===== config.mk =====
export PLATFORM = sky130hd
export DESIGN_NAME = conv_window_addr_gen_flat
export DESIGN_NICKNAME = d
export VERILOG_FILES = /design/src/rtl/conv_window_addr_gen_if.sv /design/src/rtl/conv_window_addr_gen.sv /design/src/flat_wrapper.sv
export SDC_FILE = /design/constraint.sdc
export NUM_CORES = 1
export LEC_CHECK = 0
export ABC_AREA = 0
export CAP_MARGIN = 10
export CORE_MARGIN = 2
export CORE_UTILIZATION = 55
export CTS_BUF_LIST = sky130_fd_sc_hd__clkbuf_2
export DETAILED_ROUTE_END_ITERATION = 10
export PLACE_DENSITY = 0.84
export SYNTH_ARGS = -nofsm -noshare
export SYNTH_HDL_FRONTEND = slang
export SYNTH_SLANG_ARGS = --single-unit

===== constraint.sdc =====
create_clock -name i_clk -period 5.5 [get_ports i_clk]
set_input_delay 0.825 -clock i_clk [delete_from_list [all_inputs] [get_ports i_clk]]
set_output_delay 0.825 -clock i_clk [all_outputs]
set_load 0.02 [all_outputs]

===== src/rtl/conv_window_addr_gen_if.sv =====
// ----------------------------------------------------------------------------
// conv_window_addr_gen_if
//   Bundles the command and address-stream signals of conv_window_addr_gen.
//
//   Command side (into the generator):
//     i_start, i_src1_start_addr, i_kernal_start_addr, i_dest_start_addr,
//     i_stride
//   Stream side:
//     i_ready      consumer accepts the current address pair
//     o_valid      o_src_addr / o_kern_addr / o_dest_addr / o_last_tap valid
//     o_src_addr, o_kern_addr, o_dest_addr, o_last_tap
//   Status:
//     o_busy, o_done
//
//   master : the address generator (drives o_*, reads i_*)
//   slave  : the controller / datapath (drives i_*, reads o_*)
// ----------------------------------------------------------------------------
interface conv_window_addr_gen_if #(
    parameter int ADDR_W = 10
);
    logic              i_start;
    logic [ADDR_W-1:0] i_src1_start_addr;
    logic [ADDR_W-1:0] i_kernal_start_addr;
    logic [ADDR_W-1:0] i_dest_start_addr;
    logic [2:0]        i_stride;
    logic              i_ready;
    logic              o_valid;
    logic [ADDR_W-1:0] o_src_addr;
    logic [ADDR_W-1:0] o_kern_addr;
    logic              o_last_tap;
    logic [ADDR_W-1:0] o_dest_addr;
    logic              o_busy;
    logic              o_done;

    modport master (
        input  i_start, i_src1_start_addr, i_kernal_start_addr,
               i_dest_start_addr, i_stride, i_ready,
        output o_valid, o_src_addr, o_kern_addr, o_last_tap,
               o_dest_addr, o_busy, o_done
    );

    modport slave (
        output i_start, i_src1_start_addr, i_kernal_start_addr,
               i_dest_start_addr, i_stride, i_ready,
        input  o_valid, o_src_addr, o_kern_addr, o_last_tap,
               o_dest_addr, o_busy, o_done
    );
endinterface


===== src/rtl/conv_window_addr_gen.sv =====
// ----------------------------------------------------------------------------
// conv_window_addr_gen
//   Sliding-window address generator feeding the convolution datapath.
//   After a start command it walks every fully-fitting K_DIM x K_DIM window
//   of an IMG_DIM x IMG_DIM source tile at the programmed stride and streams
//   one (source, kernel, destination) address set per handshake.
//
//   Ports:
//     i_clk   rising-edge clock
//     i_rst   asynchronous active-low reset
//     bus     conv_window_addr_gen_if.master (command, address stream, status)
//
//   Tap order: kx fastest, then ky. Window order: ox fastest, then oy.
//   All address sums wrap modulo 2^ADDR_W.
// ----------------------------------------------------------------------------
module conv_window_addr_gen #(
    parameter int IMG_DIM = 8,
    parameter int K_DIM   = 3,
    parameter int ADDR_W  = 10
) (
    input  logic                   i_clk,
    input  logic                   i_rst,
    conv_window_addr_gen_if.master bus
);

    // Largest legal window origin on either axis.
    localparam int LIM = IMG_DIM - K_DIM;
    // Origin width leaves room for origin + max stride (7) without overflow,
    // so the fit test below is a plain unsigned compare.
    localparam int CW  = $clog2(IMG_DIM + 8) + 1;
    localparam int KW  = (K_DIM > 1) ? $clog2(K_DIM) : 1;
    localparam int WW  = $clog2(IMG_DIM * IMG_DIM + 1);

    localparam logic [1:0] ST_IDLE = 2'd0;
    localparam logic [1:0] ST_RUN  = 2'd1;
    localparam logic [1:0] ST_DONE = 2'd2;

    localparam logic [KW-1:0] K_LAST = KW'(K_DIM - 1);

    // ---------------------------------------------------------------- state
    logic [1:0]        state_q,     state_d;
    logic [ADDR_W-1:0] src_base_q,  src_base_d;
    logic [ADDR_W-1:0] kern_base_q, kern_base_d;
    logic [ADDR_W-1:0] dest_base_q, dest_base_d;
    logic [2:0]        stride_q,    stride_d;
    logic [CW-1:0]     oy_q,        oy_d;
    logic [CW-1:0]     ox_q,        ox_d;
    logic [KW-1:0]     ky_q,        ky_d;
    logic [KW-1:0]     kx_q,        kx_d;
    logic [WW-1:0]     win_q,       win_d;

    logic              valid_q,     valid_d;
    logic [ADDR_W-1:0] src_q,       src_d;
    logic [ADDR_W-1:0] kern_q,      kern_d;
    logic              last_q,      last_d;
    logic [ADDR_W-1:0] dest_q,      dest_d;
    logic              busy_q,      busy_d;
    logic              done_q,      done_d;

    // ---------------------------------------------------- address functions
    function automatic logic [ADDR_W-1:0] src_addr(
        input logic [ADDR_W-1:0] base,
        input logic [CW-1:0]     oy,
        input logic [KW-1:0]     ky,
        input logic [CW-1:0]     ox,
        input logic [KW-1:0]     kx
    );
        return ADDR_W'(32'(base) + (32'(oy) + 32'(ky)) * 32'(IMG_DIM)
                       + 32'(ox) + 32'(kx));
    endfunction

    function automatic logic [ADDR_W-1:0] kern_addr(
        input logic [ADDR_W-1:0] base,
        input logic [KW-1:0]     ky,
        input logic [KW-1:0]     kx
    );
        return ADDR_W'(32'(base) + 32'(ky) * 32'(K_DIM) + 32'(kx));
    endfunction

    function automatic logic [ADDR_W-1:0] dest_addr(
        input logic [ADDR_W-1:0] base,
        input logic [WW-1:0]     win
    );
        return ADDR_W'(32'(base) + 32'(win));
    endfunction

    // ------------------------------------------------------- walk position
    logic          kx_end, ky_end, col_end, row_end, final_tap, hs;
    logic [CW-1:0] ox_step, oy_step;
    logic [CW-1:0] adv_ox, adv_oy;
    logic [KW-1:0] adv_kx, adv_ky;
    logic [WW-1:0] adv_win;

    assign kx_end    = (kx_q == K_LAST);
    assign ky_end    = (ky_q == K_LAST);
    assign ox_step   = ox_q + CW'(stride_q);
    assign oy_step   = oy_q + CW'(stride_q);
    // A window that would overhang the tile edge is never generated.
    assign col_end   = (ox_step > CW'(LIM));
    assign row_end   = (oy_step > CW'(LIM));
    assign final_tap = kx_end & ky_end & col_end & row_end;
    assign hs        = valid_q & bus.i_ready;

    // Position of the tap that follows the current one.
    always_comb begin
        adv_kx  = kx_q;
        adv_ky  = ky_q;
        adv_ox  = ox_q;
        adv_oy  = oy_q;
        adv_win = win_q;
        if (!kx_end) begin
            adv_kx = kx_q + KW'(1);
        end else begin
            adv_kx = '0;
            if (!ky_end) begin
                adv_ky = ky_q + KW'(1);
            end else begin
                adv_ky  = '0;
                adv_win = win_q + WW'(1);
                if (!col_end) begin
                    adv_ox = ox_step;
                end else begin
                    adv_ox = '0;
                    adv_oy = oy_step;
                end
            end
        end
    end

    // -------------------------------------------------------- next state
    always_comb begin
        state_d     = state_q;
        src_base_d  = src_base_q;
        kern_base_d = kern_base_q;
        dest_base_d = dest_base_q;
        stride_d    = stride_q;
        oy_d        = oy_q;
        ox_d        = ox_q;
        ky_d        = ky_q;
        kx_d        = kx_q;
        win_d       = win_q;
        valid_d     = valid_q;
        src_d       = src_q;
        kern_d      = kern_q;
        last_d      = last_q;
        dest_d      = dest_q;

        case (state_q)
            ST_IDLE: begin
                if (bus.i_start) begin
                    state_d     = ST_RUN;
                    src_base_d  = bus.i_src1_start_addr;
                    kern_base_d = bus.i_kernal_start_addr;
                    dest_base_d = bus.i_dest_start_addr;
                    stride_d    = (bus.i_stride == 3'd0) ? 3'd1 : bus.i_stride;
                    oy_d        = '0;
                    ox_d        = '0;
                    ky_d        = '0;
                    kx_d        = '0;
                    win_d       = '0;
                end
            end
            ST_RUN: begin
                if (!valid_q) begin
                    // First RUN cycle: present the pair for the cleared origin.
                    valid_d = 1'b1;
                    src_d   = src_addr(src_base_q, oy_q, ky_q, ox_q, kx_q);
                    kern_d  = kern_addr(kern_base_q, ky_q, kx_q);
                    dest_d  = dest_addr(dest_base_q, win_q);
                    last_d  = kx_end & ky_end;
                end else if (hs) begin
                    if (final_tap) begin
                        state_d = ST_DONE;
                        valid_d = 1'b0;
                        last_d  = 1'b0;
                    end else begin
                        oy_d   = adv_oy;
                        ox_d   = adv_ox;
                        ky_d   = adv_ky;
                        kx_d   = adv_kx;
                        win_d  = adv_win;
                        src_d  = src_addr(src_base_q, adv_oy, adv_ky, adv_ox, adv_kx);
                        kern_d = kern_addr(kern_base_q, adv_ky, adv_kx);
                        dest_d = dest_addr(dest_base_q, adv_win);
                        last_d = (adv_kx == K_LAST) && (adv_ky == K_LAST);
                    end
                end
            end
            ST_DONE: begin
                state_d = ST_IDLE;
            end
            default: begin
                state_d = ST_IDLE;
            end
        endcase

        busy_d = (state_d == ST_RUN);
        done_d = (state_d == ST_DONE);
    end

    // ------------------------------------------------------------ registers
    always_ff @(posedge i_clk or negedge i_rst) begin
        if (!i_rst) begin
            state_q     <= ST_IDLE;
            src_base_q  <= '0;
            kern_base_q <= '0;
            dest_base_q <= '0;
            stride_q    <= '0;
            oy_q        <= '0;
            ox_q        <= '0;
            ky_q        <= '0;
            kx_q        <= '0;
            win_q       <= '0;
            valid_q     <= 1'b0;
            src_q       <= '0;
            kern_q      <= '0;
            last_q      <= 1'b0;
            dest_q      <= '0;
            busy_q      <= 1'b0;
            done_q      <= 1'b0;
        end else begin
            state_q     <= state_d;
            src_base_q  <= src_base_d;
            kern_base_q <= kern_base_d;
            dest_base_q <= dest_base_d;
            stride_q    <= stride_d;
            oy_q        <= oy_d;
            ox_q        <= ox_d;
            ky_q        <= ky_d;
            kx_q        <= kx_d;
            win_q       <= win_d;
            valid_q     <= valid_d;
            src_q       <= src_d;
            kern_q      <= kern_d;
            last_q      <= last_d;
            dest_q      <= dest_d;
            busy_q      <= busy_d;
            done_q      <= done_d;
        end
    end

    assign bus.o_valid     = valid_q;
    assign bus.o_src_addr  = src_q;
    assign bus.o_kern_addr = kern_q;
    assign bus.o_last_tap  = last_q;
    assign bus.o_dest_addr = dest_q;
    assign bus.o_busy      = busy_q;
    assign bus.o_done      = done_q;

endmodule


===== src/flat_wrapper.sv =====
// flat-port wrapper written by rule: the top's interface ports become plain ports
module conv_window_addr_gen_flat 
#(
    parameter int IMG_DIM = 8,
    parameter int K_DIM   = 3,
    parameter int ADDR_W  = 10
)
  (i_clk, i_rst, bus_i_start, bus_i_src1_start_addr, bus_i_kernal_start_addr, bus_i_dest_start_addr, bus_i_stride, bus_i_ready, bus_o_valid, bus_o_src_addr, bus_o_kern_addr, bus_o_last_tap, bus_o_dest_addr, bus_o_busy, bus_o_done);
  conv_window_addr_gen_if #(.ADDR_W(ADDR_W)) bus_i ();
  input  logic i_clk;
  input  logic i_rst;
  input wire logic [$bits(bus_i.i_start)-1:0] bus_i_start;
  input wire logic [$bits(bus_i.i_src1_start_addr)-1:0] bus_i_src1_start_addr;
  input wire logic [$bits(bus_i.i_kernal_start_addr)-1:0] bus_i_kernal_start_addr;
  input wire logic [$bits(bus_i.i_dest_start_addr)-1:0] bus_i_dest_start_addr;
  input wire logic [$bits(bus_i.i_stride)-1:0] bus_i_stride;
  input wire logic [$bits(bus_i.i_ready)-1:0] bus_i_ready;
  output wire logic [$bits(bus_i.o_valid)-1:0] bus_o_valid;
  output wire logic [$bits(bus_i.o_src_addr)-1:0] bus_o_src_addr;
  output wire logic [$bits(bus_i.o_kern_addr)-1:0] bus_o_kern_addr;
  output wire logic [$bits(bus_i.o_last_tap)-1:0] bus_o_last_tap;
  output wire logic [$bits(bus_i.o_dest_addr)-1:0] bus_o_dest_addr;
  output wire logic [$bits(bus_i.o_busy)-1:0] bus_o_busy;
  output wire logic [$bits(bus_i.o_done)-1:0] bus_o_done;
  assign bus_i.i_start = bus_i_start;
  assign bus_i.i_src1_start_addr = bus_i_src1_start_addr;
  assign bus_i.i_kernal_start_addr = bus_i_kernal_start_addr;
  assign bus_i.i_dest_start_addr = bus_i_dest_start_addr;
  assign bus_i.i_stride = bus_i_stride;
  assign bus_i.i_ready = bus_i_ready;
  assign bus_o_valid = bus_i.o_valid;
  assign bus_o_src_addr = bus_i.o_src_addr;
  assign bus_o_kern_addr = bus_i.o_kern_addr;
  assign bus_o_last_tap = bus_i.o_last_tap;
  assign bus_o_dest_addr = bus_i.o_dest_addr;
  assign bus_o_busy = bus_i.o_busy;
  assign bus_o_done = bus_i.o_done;
  conv_window_addr_gen #(.IMG_DIM(IMG_DIM), .K_DIM(K_DIM), .ADDR_W(ADDR_W)) u_core (.i_clk(i_clk), .i_rst(i_rst), .bus(bus_i));
endmodule

==> After elaboration in Yosys (flattened, before gate mapping) <==
Cells that the tools add are included.
{ "word_totals": {"ff_bits": 90, "in_bits": 37, "out_inout_bits": 34, "elab_cells": 120} }
{ "op_classes": {"n_addsub": 19, "multipliers": 2, "magnitude_cmp": 2, "eq_ne": 13, "muxes": 55, "n_bitwise": 4, "reduce_logical": 8} }
{ "ops": {"columns": ["operator", "n"], "rows": [
  ["2-to-1 mux 10 bit", 9],
  ["2-to-1 mux 5 bit", 13],
  ["2-to-1 mux 7 bit", 6],
  ["adder 10 x 2 -> 10 bit", 4],
  ["2-to-1 mux 2 bit", 14],
  ["adder 10 bit", 2],
  ["adder 10 x 4 -> 10 bit", 2],
  ["adder 10 x 5 -> 10 bit", 2],
  ["adder 10 x 7 -> 10 bit", 2],
  ["case mux 5 bit (2 select lines)", 2],
  ["case mux 7 bit (2 select lines)", 1],
  ["adder 5 x 2 -> 6 bit", 2],
  ["case mux 2 bit (2 select lines)", 3],
  ["adder 5 x 3 -> 5 bit", 2],
  ["== test 2 bit (second input constant)", 5],
  ["> comparator 5 x 3 -> 1 bit (second input constant)", 2],
  ["multiplier 2 x 2 -> 4 bit (second input constant)", 2],
  ["inequality test 2 bit (second input constant)", 4],
  ["adder 7 x 1 -> 7 bit (second input constant)", 1],
  ["2-to-1 mux 1 bit", 6],
  ["AND reduction 5 bit", 1],
  ["adder 2 x 1 -> 2 bit (second input constant)", 2],
  ["AND 1 bit", 4],
  ["== test 2 x 1 -> 1 bit (second input constant)", 2],
  ["8 further kinds", 10]
]} }

==> Depth between registers and ports, before layout <==
{ "depth": {"word_depth": 12, "depth_mapped": 25, "depth_no_buf": 24} }

==> Least setup slack after synthesis <==
No wires, ideal clock.
{ "synth_timing": {"path_type": "register to register", "from": "register u_core.stride_q[0]", "to": "register u_core.src_q[8] (netlist: u_core.bus.o_src_addr[8])", "setup_time_ns": 0.125, "arrival_time_ns": 4.701, "required_ns": 5.375, "path_slack_ns": 0.674, "path_stages_with_launch": 24, "path_buffers": 1, "synth_period_minus_slack_ns": 4.826, "path_cell_list": "dfrtp_1 ha_1 fa_1 o21ai_0 a32oi_1 o211a_1 a21oi_2 buf_2 nand2_1 o21ai_0 ha_1 inv_1 fa_1 inv_1 nand2_1 a2111oi_0 a211oi_1 xnor2_1 ha_1 ha_1 o41ai_1 xor2_1 mux2i_1 mux2_2"} }
{ "synth_via": {"elab_chain_cells": 12, "word_cells_on_any_way": 21, "cone_classes": "6 x add/sub; 2 x order compare; 1 x eq/ne; 9 x mux; 2 x bitwise; 1 x reduce/logical"} }
{ "synth_lines": {"columns": ["item", "line", "source"], "rows": [
  ["from (decl)", "conv_window_addr_gen.sv:45", "logic [2:0] stride_q, stride_d;"],
  ["from (signal assigned)", "conv_window_addr_gen.sv:226", "stride_q <= stride_d;"],
  ["adder 5 x 3 -> 5 bit", "conv_window_addr_gen.sv:96", "assign ox_step = ox_q + CW'(stride_q);"],
  ["> comparator 5 x 3 -> 1 bit", "conv_window_addr_gen.sv:99", "assign col_end = (ox_step > CW'(LIM));"],
  ["2-to-1 mux 5 bit", "conv_window_addr_gen.sv:120", "if (!col_end) begin"],
  ["2-to-1 mux 5 bit", "conv_window_addr_gen.sv:115", "if (!ky_end) begin"],
  ["2-to-1 mux 5 bit", "conv_window_addr_gen.sv:111", "if (!kx_end) begin"],
  ["adder 5 x 2 -> 6 bit", "conv_window_addr_gen.sv:68", "return ADDR_W'(32'(base) + (32'(oy) + 32'(ky)) * 32'(IMG_DIM)"],
  ["adder 10 bit", "conv_window_addr_gen.sv:68", null],
  ["adder 10 x 5 -> 10 bit", "conv_window_addr_gen.sv:69", "+ 32'(ox) + 32'(kx));"],
  ["adder 10 x 2 -> 10 bit", "conv_window_addr_gen.sv:69", null],
  ["2-to-1 mux 10 bit", "conv_window_addr_gen.sv:172", "if (final_tap) begin"],
  ["2-to-1 mux 10 bit", "conv_window_addr_gen.sv:171", "end else if (hs) begin"],
  ["2-to-1 mux 10 bit", "conv_window_addr_gen.sv:164", "if (!valid_q) begin"],
  ["to (signal assigned)", "conv_window_addr_gen.sv:233", "src_q <= src_d;"],
  ["to (decl)", "conv_window_addr_gen.sv:53", "logic [ADDR_W-1:0] src_q, src_d;"]
]} }
Parallel ways exist; a longest one is shown, timed or not. The select of a mux whose other input is x is not followed.
A chain may end at the register's enable or synchronous reset.

==> Worst setup path in the final report <==
Same ends and word-level chain as after synthesis.

==> results.ini <==
[critical_path]
cp_num_buf_inv=2
crit_chain=ha_1 -> fa_1 -> o21ai_0 -> a32oi_1 -> o211a_1 -> a21oi_2 -> nand2_1 -> o21ai_0 -> ha_1 -> inv_1 -> fa_1 -> inv_1 -> nand2_1 -> a2111oi_0 -> a211oi_1 -> xnor2_1 -> ha_1 -> ha_1 -> o41ai_1 -> xor2_1 -> mux2i_1 -> mux2_2
worstPathMaxFanout=5
arrival_ns=5.65
crit_start=u_core.stride_q[0]$_DFFE_PN0P_
timing.rr.end=u_core.bus.o_src_addr[8]$_DFFE_PN0P_
slowest_delay_ns=0.47
startpoint_type=flop
slowest_stage=fa_1
required_ns=6.05
crit_type=flop to flop
critPathMostFrequentCell=ha_1
crit_family=adder cells
endpoint_kind=flop
r2r-start=u_core.stride_q[0]$_DFFE_PN0P_
ff2ff_path_depth=22
regToRegSetupSlack_ns=0.40

[clocking]
clkLatencyLatePin_ns=0.66
cts_tree=done
path_clk_slew_ns=0.25
postCtsSetupRepairBufs=0
clk_path_buf_depth=2
clock-sinks=90
cts_resized=0
cts_max_level=3
holdBufCountCts=0
numCtsBuffers=9
cts_root_buf=clkbuf_2

[sta]
setup_viol=0
worst_pin_slew_ns=1.002
hold_viol=0
fin_crit_sh_pct=92.69
setup_tns_ns=0
finClkSkew_ns=0.04083
final.min_clock_period_ns=5.098
rsz0062_at_grt=false
max_freq_mhz=196.2
maxSlewViolCount=0
relSlewSlack_pct=33.17

[yosys]
yosysSeqAreaShare_pct=33.61
synth_area_um2=6700
synth_ff_type=dfrtp_1
ys_async_sr_fraction_pct=100.0
syn_area_per_cell_um2=9.424
post_synth_inst_count=711
syn_nets=835
yosysWarningCount=0
synth.distinct_cells=58
ys_ff_latch=90
synth_edf_count=0

[global_routing]
grt_pass1_vias=5530
grt_usage_pct=25.46
grt_antenna_before_repair=0
grt_max_degree=69
grt_overflow=0
grt_pass1_wl_um=26260

[placed_design]
place.gp.congestion=0.9412
place_hpwl_um=12110
io_buffers=70
postPlaceCellArea_um2=7467

[floorplan]
coreArea_um2=11960
num_rows=40
die_x_um=114.4
die_h_um=114.4
io_pins=71
start_util_pct=56.01
die_area_um2=13080

[power_and_ir_drop]
p_clk_share_pct=6.2
comb_power_share_pct=70.9
irDropWorstVdd_uv=604.8
sw_frac_of_total_pct=48.29
seqPwrFrac_pct=22.8
switching_power_uw=2539
p_int_uw=2719
p_leak_uw=0.003626
powerDensity_nw_per_um2=695.0

[detailed_routing]
drc_errors=0
dr_wl_met3_um=948
drtAntennaViolNets=0
wl_um=15850
highest_layer=met4
drt_first_pass_iters=6
avgViaCountPerCell=5.899
wl_met1_um=6659
dr_wl_met2_um=7821
drt_iter0_drc=389
routedWlPerCell_um=17.21
vias=5433

[hold_path]
min_path_type=input port to async pin

[cells_and_area]
nFillCells=976
drive_gt1_share_pct=8.269
layout_commonest_cell=nand2_1
area_delta_synth_final_pct=12.92
final_cell_mix=nand2_1, dfrtp_1, clkdlybuf4s50_1
antenna-diode-count=0
nets=893
finalInstanceArea_um2=7566

[job]
cap_viol_max_count=0

[status]
status=completed

-- how the worst max path moves through the flow --
| stage | cells after the start | endpoint | slack [ns] |
|---|---|---|---|
| finish | 22 | u_core.bus.o_src_addr[8]$_DFFE_PN0P_ | 0.40 |
| global route | 22 | u_core.bus.o_src_addr[8]$_DFFE_PN0P_ | 0.11 |
| CTS | 22 | u_core.bus.o_src_addr[8]$_DFFE_PN0P_ | 0.48 |
| detailed placement | 22 | u_core.bus.o_src_addr[8]$_DFFE_PN0P_ | 0.49 |
| global placement | 20 | u_core.bus.o_src_addr[8]$_DFFE_PN0P_ | 0.75 |
| floorplan | 23 | u_core.bus.o_src_addr[8]$_DFFE_PN0P_ | 0.67 |
-- synth_stat cells (5+ instances only) --
master	count	area, um2
nor2b_1	8	50.05
mux2_2	14	157.7
nor2_1	46	172.7
or3_1	5	31.28
clkbuf_1	17	63.81
o211ai_1	7	52.55
mux2_4	21	315.3
dfrtp_1	90	2252
nand2b_1	10	62.56
ha_1	66	825.8
inv_1	57	214.0
nand2_1	119	446.7
nand3_1	17	85.08
xnor2_1	25	219.0
nand4_1	7	43.79
a211oi_1	9	67.56
fa_1	21	420.4
o21ai_0	36	180.2
a31oi_1	5	31.28
mux2i_1	11	110.1
nor3_1	8	40.04
o21a_1	5	37.54
a21oi_1	22	110.1
xor2_1	19	166.4
-- power by group through the flow --
| stage | clock (uW) | combinational, uW | sequential (uW) |
|---|---|---|---|
| after CTS | 331 | 3710 | 1200 |
| after detailed placement | 0 | 3700 | 1220 |
| after global placement | 0 | 3480 | 1190 |
| after global routing | 360 | 4160 | 1240 |
| final | 328 | 3730 | 1200 |
| after floorplan | 0 | 2650 | 1290 |
-- registers in the layout, summed over array words and instances, names as in the netlist, 2 cells and up --
register	count
u_core.bus.o_dest_addr	10
u_core.bus.o_kern_addr	10
u_core.bus.o_src_addr	10
u_core.dest_base_q	10
u_core.kern_base_q	10
u_core.kx_q	2
u_core.ky_q	2
u_core.ox_q	5
u_core.oy_q	5
u_core.src_base_q	10
u_core.state_q	2
u_core.stride_q	3
u_core.win_q	7
-- area by class of cell --
class	count	area (um2)	area share (%)
multi-input cells	535	4078	53.89
flip-flops and latches	90	2252	29.77
repair buffers	75	735.7	9.724
inverters	58	217.7	2.877
well taps	147	183.9	2.431
clock buffers	10	50.05	0.6615
clock inverters	6	48.80	0.6449
-- routing by layer --
| layer | up-vias | global-route usage, % |
|---|---|---|
| li1 | 2550 | - |
| met1 | 2631 | 30.95 |
| met2 | 216 | 44.72 |
| met3 | 36 | 4.923 |
| met4 | 0 | 9.756 |
| met5 | - | 0 |
-- worst register-to-register path: cells and delay by family, from the launching register on --
family	cells	cell delay, ns
buffers and inverters	2	0.15
AO/OA/AOI/OAI	8	1.74
XOR/XNOR	2	0.34
multiplexers	2	0.36
AND/OR/NAND/NOR	2	0.14
flip-flops	1	0.46
adder cells (fa/ha/maj)	6	1.82
-- stage by stage --
step           hold WS [ns]  instances  total power [uW]  util (%)  setup slack (ns)
2_1_floorplan        0.4523        711              3932         -            0.6741
3_3_place_gp         0.4703        905              4670     62.43            0.7534
3_5_place_dp         0.4753        905              4915     62.43            0.4939
4_1_cts             0.01271        921              5241     63.25            0.4820
5_1_grt             0.02478        921              5760     63.25            0.1118
6_report            0.04078        921              5259     63.25            0.4021
-- logic make-up (layout without fill, tap and decap cells) --
kind of cell	count (synthesis)	in the layout	share of synthesized area (%)
AND/OR/NAND/NOR	230	230	14.96
multiplexers	46	46	8.702
adder cells (fa/ha/maj)	87	87	18.60
AO/OA/AOI/OAI	128	128	12.83
flip-flops	90	90	33.61
XOR/XNOR	44	44	5.752
buffers and inverters	86	149	5.546
Power figures use the tool's default switching activity.
